`src/rtl/pipe_int_ctrl_if.sv`:
```
// Interrupt sequencer bus for pipe_int_ctrl.
// Groups every non-clock, non-reset signal of the sequencer.
//   master : pipeline side. Drives requests, mask writes, stall/mret/epc and
//            consumes the pulses, redirect and status.
//   slave  : sequencer side (pipe_int_ctrl).
// NUM_SRC must match the NUM_SRC of the attached pipe_int_ctrl.
interface pipe_int_ctrl_if #(
   parameter int unsigned NUM_SRC = 4
) ();

   logic [NUM_SRC-1:0] int_src;
   logic               cfg_we;
   logic [NUM_SRC-1:0] cfg_wdata;
   logic               stall_i;
   logic               mret_i;
   logic [31:0]        epc_i;

   logic               int_detected;
   logic               int_restore;
   logic [NUM_SRC-1:0] int_ack;
   logic               redirect_valid;
   logic [31:0]        redirect_pc;
   logic [31:0]        epc;
   logic [3:0]         cause;
   logic               in_handler;
   logic [NUM_SRC-1:0] mask_q;

   modport master (
      output int_src, cfg_we, cfg_wdata, stall_i, mret_i, epc_i,
      input  int_detected, int_restore, int_ack, redirect_valid, redirect_pc,
      input  epc, cause, in_handler, mask_q
   );

   modport slave (
      input  int_src, cfg_we, cfg_wdata, stall_i, mret_i, epc_i,
      output int_detected, int_restore, int_ack, redirect_valid, redirect_pc,
      output epc, cause, in_handler, mask_q
   );

endinterface

```
`src/rtl/pipe_int_ctrl.sv`:
```
// Interrupt sequencer for the 5-stage pipeline.
// Picks the lowest-numbered pending, unmasked source once the pipeline is not
// stalled, pulses int_detected (stage registers back up and clear) and
// redirects fetch to the handler vector. When the handler's mret retires
// unstalled it pulses int_restore (stage registers reload) and redirects
// fetch to the saved PC. No nesting: requests wait at the source while busy.
// Ports:
//   clk   : clock, rising edge
//   reset : asynchronous, active-high
//   bus   : pipe_int_ctrl_if.slave (requests, mask write, stall/mret/epc in;
//           pulses, ack, redirect, epc, cause, in_handler, mask out)
module pipe_int_ctrl #(
   parameter int unsigned        NUM_SRC    = 4,
   parameter logic [31:0]        VEC_BASE   = 32'h0000_0100,
   parameter logic [31:0]        VEC_STRIDE = 32'h0000_0004,
   parameter logic [NUM_SRC-1:0] MASK_RST   = '1
) (
   input  logic                 clk,
   input  logic                 reset,
   pipe_int_ctrl_if.slave       bus
);

   typedef enum logic [1:0] {
      StIdle,
      StSave,
      StHandler,
      StRestore
   } state_e;

   state_e             state_q, state_d;
   logic [31:0]        epc_q, epc_d;
   logic [3:0]         cause_q, cause_d;
   logic [NUM_SRC-1:0] mask_reg_q;
   logic [NUM_SRC-1:0] pending;
   logic [3:0]         lowest;

   // Detection always sees the registered mask; a write lands next cycle.
   assign pending = bus.int_src & mask_reg_q;

   always_comb begin
      lowest = '0;
      // Descending scan so the lowest set bit wins.
      for (int i = int'(NUM_SRC) - 1; i >= 0; i--) begin
         if (pending[i]) lowest = 4'(i);
      end
   end

   always_comb begin
      state_d            = state_q;
      epc_d              = epc_q;
      cause_d            = cause_q;
      bus.int_detected   = 1'b0;
      bus.int_restore    = 1'b0;
      bus.int_ack        = '0;
      bus.redirect_valid = 1'b0;
      bus.redirect_pc    = '0;
      bus.in_handler     = 1'b0;

      case (state_q)
         StIdle: begin
            if ((pending != '0) && !bus.stall_i) begin
               cause_d = lowest;
               epc_d   = bus.epc_i;
               state_d = StSave;
            end
         end
         StSave: begin
            bus.int_detected   = 1'b1;
            bus.int_ack        = NUM_SRC'(1) << cause_q;
            bus.redirect_valid = 1'b1;
            bus.redirect_pc    = VEC_BASE + VEC_STRIDE * {28'd0, cause_q};
            state_d            = StHandler;
         end
         StHandler: begin
            bus.in_handler = 1'b1;
            if (bus.mret_i && !bus.stall_i) state_d = StRestore;
         end
         StRestore: begin
            bus.int_restore    = 1'b1;
            bus.redirect_valid = 1'b1;
            bus.redirect_pc    = epc_q;
            state_d            = StIdle;
         end
         default: state_d = StIdle;
      endcase
   end

   always_ff @(posedge clk or posedge reset) begin
      if (reset) begin
         state_q    <= StIdle;
         epc_q      <= '0;
         cause_q    <= '0;
         mask_reg_q <= MASK_RST;
      end else begin
         state_q <= state_d;
         epc_q   <= epc_d;
         cause_q <= cause_d;
         if (bus.cfg_we) mask_reg_q <= bus.cfg_wdata;
      end
   end

   assign bus.epc    = epc_q;
   assign bus.cause  = cause_q;
   assign bus.mask_q = mask_reg_q;

endmodule

```
`src/flat_wrapper.sv`:
```
// flat-port wrapper written by rule: the top's interface ports become plain ports
module pipe_int_ctrl_flat 
#(
   parameter int unsigned        NUM_SRC    = 4,
   parameter logic [31:0]        VEC_BASE   = 32'h0000_0100,
   parameter logic [31:0]        VEC_STRIDE = 32'h0000_0004,
   parameter logic [NUM_SRC-1:0] MASK_RST   = '1
)
  (clk, reset, bus_int_src, bus_cfg_we, bus_cfg_wdata, bus_stall_i, bus_mret_i, bus_epc_i, bus_int_detected, bus_int_restore, bus_int_ack, bus_redirect_valid, bus_redirect_pc, bus_epc, bus_cause, bus_in_handler, bus_mask_q);
  pipe_int_ctrl_if #(.NUM_SRC(NUM_SRC)) bus_i ();
  input  logic clk;
  input  logic reset;
  input wire logic [$bits(bus_i.int_src)-1:0] bus_int_src;
  input wire logic [$bits(bus_i.cfg_we)-1:0] bus_cfg_we;
  input wire logic [$bits(bus_i.cfg_wdata)-1:0] bus_cfg_wdata;
  input wire logic [$bits(bus_i.stall_i)-1:0] bus_stall_i;
  input wire logic [$bits(bus_i.mret_i)-1:0] bus_mret_i;
  input wire logic [$bits(bus_i.epc_i)-1:0] bus_epc_i;
  output wire logic [$bits(bus_i.int_detected)-1:0] bus_int_detected;
  output wire logic [$bits(bus_i.int_restore)-1:0] bus_int_restore;
  output wire logic [$bits(bus_i.int_ack)-1:0] bus_int_ack;
  output wire logic [$bits(bus_i.redirect_valid)-1:0] bus_redirect_valid;
  output wire logic [$bits(bus_i.redirect_pc)-1:0] bus_redirect_pc;
  output wire logic [$bits(bus_i.epc)-1:0] bus_epc;
  output wire logic [$bits(bus_i.cause)-1:0] bus_cause;
  output wire logic [$bits(bus_i.in_handler)-1:0] bus_in_handler;
  output wire logic [$bits(bus_i.mask_q)-1:0] bus_mask_q;
  assign bus_i.int_src = bus_int_src;
  assign bus_i.cfg_we = bus_cfg_we;
  assign bus_i.cfg_wdata = bus_cfg_wdata;
  assign bus_i.stall_i = bus_stall_i;
  assign bus_i.mret_i = bus_mret_i;
  assign bus_i.epc_i = bus_epc_i;
  assign bus_int_detected = bus_i.int_detected;
  assign bus_int_restore = bus_i.int_restore;
  assign bus_int_ack = bus_i.int_ack;
  assign bus_redirect_valid = bus_i.redirect_valid;
  assign bus_redirect_pc = bus_i.redirect_pc;
  assign bus_epc = bus_i.epc;
  assign bus_cause = bus_i.cause;
  assign bus_in_handler = bus_i.in_handler;
  assign bus_mask_q = bus_i.mask_q;
  pipe_int_ctrl #(.NUM_SRC(NUM_SRC), .VEC_BASE(VEC_BASE), .VEC_STRIDE(VEC_STRIDE), .MASK_RST(MASK_RST)) u_core (.clk(clk), .reset(reset), .bus(bus_i));
endmodule
```
`config.mk`:
```
export PLATFORM = sky130hd
export DESIGN_NAME = pipe_int_ctrl_flat
export DESIGN_NICKNAME = d
export VERILOG_FILES = /design/src/rtl/pipe_int_ctrl_if.sv /design/src/rtl/pipe_int_ctrl.sv /design/src/flat_wrapper.sv
export SDC_FILE = /design/constraint.sdc
export NUM_CORES = 1
export LEC_CHECK = 0
export ABC_CLOCK_PERIOD_IN_PS = 2790
export BUFFER_PORTS_ARGS = -buffer_cell sky130_fd_sc_hd__buf_2
export CAP_MARGIN = 20
export CORE_UTILIZATION = 45
export DETAILED_ROUTE_END_ITERATION = 8
export MAX_ROUTING_LAYER = met4
export PLACE_DENSITY_LB_ADDON = 0.3
export SKIP_CTS_REPAIR_TIMING = 1
export SLEW_MARGIN = 20
export SYNTH_ARGS = -nofsm -noshare
export SYNTH_HDL_FRONTEND = slang
export SYNTH_SLANG_ARGS = --single-unit
```
`constraint.sdc`:
```
create_clock -name clk -period 2.79 [get_ports clk]
set_input_delay 0.837 -clock clk [delete_from_list [all_inputs] [get_ports clk]]
set_output_delay 0.837 -clock clk [all_outputs]
set_load 0.02 [all_outputs]
```
Word-level counts from Yosys, hierarchy flattened --
Cells that the tools add are included.
Operators by class: $add $sub $neg 1, multiply operators 0, divide/modulo/power cells 0, $lt $le $gt $ge 0, equal/unequal tests 5, shift-type cells 1, mux-type cells 13, bitwise operators 1, reductions and logical operators 8
Operator list (number):
- one-hot mux 32 bit (2 select lines) | 1
- 2-to-1 mux 2 bit | 6
- adder 9 x 6 -> 10 bit (first input constant) | 1
- one-hot mux 2 bit (4 select lines) | 1
- bitwise AND 4 bit | 1
- equality test 2 bit (second input constant) | 2
- 2-to-1 mux 1 bit | 4
- 2-to-1 mux 4 bit | 1
- inequality test 2 x 1 -> 1 bit (second input constant) | 2
- AND reduction 2 bit | 2
- nonzero test 4 bit | 1
- << shifter 1 x 4 -> 4 bit (first input constant) | 1
- equality test 2 x 1 -> 1 bit (second input constant) | 1
- logical AND 1 bit | 2
- zero test 2 bit | 1
- OR reduction 2 bit | 1
- zero test 1 bit | 1
Word-level totals: bits in registers 42, latch bits 0, memory bits (writable) 0, bits in read-only memories 0, input bits 45, output and inout bits 80, logic and storage cells 33, memories kept 0

Longest topological paths before layout --
depth after elaboration 5, mapped depth 7, gate-level depth less buffers 6

Least setup slack after synthesis --
OpenSTA, ideal clock, no wires.
kind register to output, from register u_core.state_q[1], to output bus_int_ack[0], data arrival time 1.409 ns, data required time 1.953 ns, path slack 0.544 ns, cell stages (with the launch flop) 4, path buffers 0, path through dfrtp_1 inv_1 ha_1 nor3b_1
Between the ends: cells in the longest elaborated chain, start to end 2
RTL lines:
- from (decl) | RTL line pipe_int_ctrl.sv:30 | state_e state_q, state_d;
- from (signal assigned) | RTL line pipe_int_ctrl.sv:90 | state_q <= StIdle;
- from (signal assigned) | RTL line pipe_int_ctrl.sv:95 | state_q <= state_d;
- equality test 2 x 1 -> 1 bit | RTL line pipe_int_ctrl.sv:59 | case (state_q)
- 2-to-1 mux 4 bit | RTL line pipe_int_ctrl.sv:59
- to (decl) | RTL line flat_wrapper.sv:21 | output wire logic [$bits(bus_i.int_ack)-1:0] bus_int_ack;
No other way between the ends.

Final worst setup path --
from register u_core.state_q[0], to output bus_redirect_pc[21]
Between the ends: cells in the longest elaborated chain, start to end 2
RTL lines:
- equality test 2 bit or equality test 2 x 1 -> 1 bit (tied branches) | RTL line pipe_int_ctrl.sv:59
- one-hot mux 32 bit (2 select lines) (*) | RTL line pipe_int_ctrl.sv:59
- to (decl) | RTL line flat_wrapper.sv:23 | output wire logic [$bits(bus_i.redirect_pc)-1:0] bus_redirect_pc;
Mark *: on every way between the ends. The rest lies on a longest branch, timed or not.

==> results_dict.tcl <==
set metrics [dict create \
    die_w_um 69.8 \
    yosysTopAreaCell "dfrtp_1" \
    synth.distinct_cells 27 \
    arrival_ns 1.66 \
    die_y_um 69.8 \
    synth_edf_count 0 \
    cts_buffer_depth 2 \
    fillers 376 \
    core.rowCount 24 \
    synth_compound_area_share_pct 4.17 \
    crit_fanout 22 \
    cp-startpoint "u_core.state_q[0]" \
    grt_setup_unrepaired "no" \
    synthTopCellsByCount "dfrtp_1, mux2_4, and2_1" \
    dp_slack_ns 0.370 \
    whs_path_depth 1 \
    grt_max_degree 23 \
    io_buffer_count 122 \
    clock_latency_ns 0.29 \
    holdWs_ns 0.529 \
    synth_top_family_by_area "multiplexers" \
    synthAdderAreaFrac_pct 3.02 \
    post-place-cells 323 \
    synth_area_um2 2070 \
    grt_pass1_wl_um 7340 \
    dr_total_vias 1571 \
    ys_ff_latch 40 \
    wire_per_inst_um 13.8 \
    grt_overflow 0 \
    fin_tns_setup_ns 0 \
    cp-end-kind "output pin" \
    worstPathRequired_ns 1.95 \
    synth.top_cell.area_share_pct 43.5 \
    remaining_drc_errors 0 \
    finalSetupViolations 0 \
    rr_worst_depth 6 \
    synthMuxAreaShare_pct 26.1 \
    fin_crit_sh_pct 89.4 \
    antenna_found_initial 0 \
    dr.pass1.iters 4 \
    crit_path_end "bus_redirect_pc[21]" \
    initial_utilization_pct 47.2 \
    htreeDepth 2 \
    crit_type "register to output pin" \
    drt_iter0_drc 78 \
    r2r-start "u_core.state_q[0]" \
    status "completed" \
    slew_violations 0 \
    clock.fmax_mhz 401 \
    gp_congestion 0.767 \
    die_area_um2 4880 \
    cts-root-buf "clkbuf_8" \
    async_flop_share_pct 100 \
    grt_use_total_pct 19.8 \
    final_nets 328 \
    final_cells 331 \
    synth_xor_area_share_pct 0 \
    seqCellArea_um2 1010 \
    coreArea_um2 4380 \
    finalWorstSetupSlack_ns 0.296 \
    final-hold-violation-count 0 \
    ir_drop_mv 0.539 \
    synth_area_per_cell_um2 13.6 \
    worstReg2RegEnd "u_core.bus.epc[23]" \
    clock-sinks 40 \
    p_per_area_nw_per_um2 1260 \
    n_antenna_cell 0 \
    grt_pass1_vias 1546 \
    p_leak_uw 0.00155 \
    r2r_setup_slack_ns 0.75 \
    cts_tree "yes" \
    hpwl_um 3480 \
    synthMostInstantiatedCell "dfrtp_1" \
    clk_pin_slew_worst_paths_ns 0.07 \
    multiInputGateArea_um2 963 \
    skew_ns 0.00259 \
    synth-simple-area-share_pct 12.5 \
    min_period_ns 2.49 \
    area_growth_pct 35.5 \
    yosys_warnings 0 \
    ys_seq_area_share_pct 48.6 \
    cap_violations 0 \
    drt-total-wl_um 4550 \
    drive_gt1_share_pct 64.5 \
    viasPerCell 4.75 \
    synthCells 152 \
    synth.area.top_cells "dfrtp_1, mux2_4, and2_1" \
    ioPinCount 125 \
    antenna_left 0 \
    min_path_type "register to register" \
    cp-start-kind "register" \
    cts_made_buffers 5 \
    synthFlopType "dfrtp_1" \
]
-- worst min path at each step --
stage | start | endpoint | slack [ns]
after global routing | u_core.bus.epc[26] | u_core.bus.epc[26] | 0.55
after detailed placement | u_core.bus.epc[26] | u_core.bus.epc[26] | 0.51
after floorplan | u_core.state_q[1] | u_core.state_q[1] | 0.53
after global placement | u_core.bus.epc[4] | u_core.bus.epc[4] | 0.51
after CTS | u_core.bus.epc[24] | u_core.bus.epc[24] | 0.53
final | u_core.bus.epc[24] | u_core.bus.epc[24] | 0.53
-- layout by cell type, fill, tap and decap left out, types with 2 or more instances in the layout --
master	n
nor2_1	2
nand2_1	4
a22o_1	3
a21oi_1	4
and2_1	29
buf_2	122
conb_1	2
dfstp_2	4
o21ai_0	3
mux2_4	30
dfrtp_1	36
mux2_2	8
buf_4	5
clkbuf_8	5
ha_1	4
inv_1	4
-- sequential cells by signal, indices dropped and copies added (netlist names) --
| register | flops |
|---|---|
| u_core.state_q | 2 |
| u_core.bus.cause | 2 |
| u_core.bus.mask_q | 4 |
| u_core.bus.epc | 32 |
-- critical path: stages (launching register included) --
cell,delay (ns)
dfrtp_1,0.41
ha_2,0.43
buf_4,0.23
and2_1,0.13
buf_2,0.16
-- metal layers --
metal / global-route usage (%) / routed length [µm] / up-vias
met5: - / 0 / -
met4: 7.33 / 52 / 0
met3: 3.92 / 255 / 6
met2: 32.2 / 2270 / 64
met1: 24.5 / 1970 / 744
li1: - / - / 757
-- final cells by class --
| class | count | area share (%) |
|---|---|---|
| clock inverters | 2 | 1.25 |
| repair buffers | 127 | 23.1 |
| multi-input cells | 100 | 34.3 |
| flip-flops and latches | 40 | 35.9 |
| inverters | 4 | 0.535 |
| well taps | 52 | 2.32 |
| clock buffers | 6 | 2.59 |
-- cells by family after synthesis --
| kind of cell | after synthesis |
|---|---|
| AND/OR/NAND/NOR | 42 |
| adder cells (fa/ha/maj) | 5 |
| AO/OA/AOI/OAI | 13 |
| multiplexers | 38 |
| buffers and inverters | 13 |
| other | 1 |
| flip-flops | 40 |
-- power by group --
group | internal [µW] | switching, µW
sequential | 861 | 223
clock | 265 | 191
combinational | 894 | 1100
total | 2020 | 1510
-- stage by stage --
stage	cell area [µm²]	utilization [%]	total power, µW
global placement	2700	61.5	3060
CTS	2800	63.9	3570
global route	2810	64.0	3750
floorplan	2070	-	2480
finish	2810	64.0	3530
detailed placement	2700	61.5	3090
No activity file was read; power rests on OpenSTA's default activity.
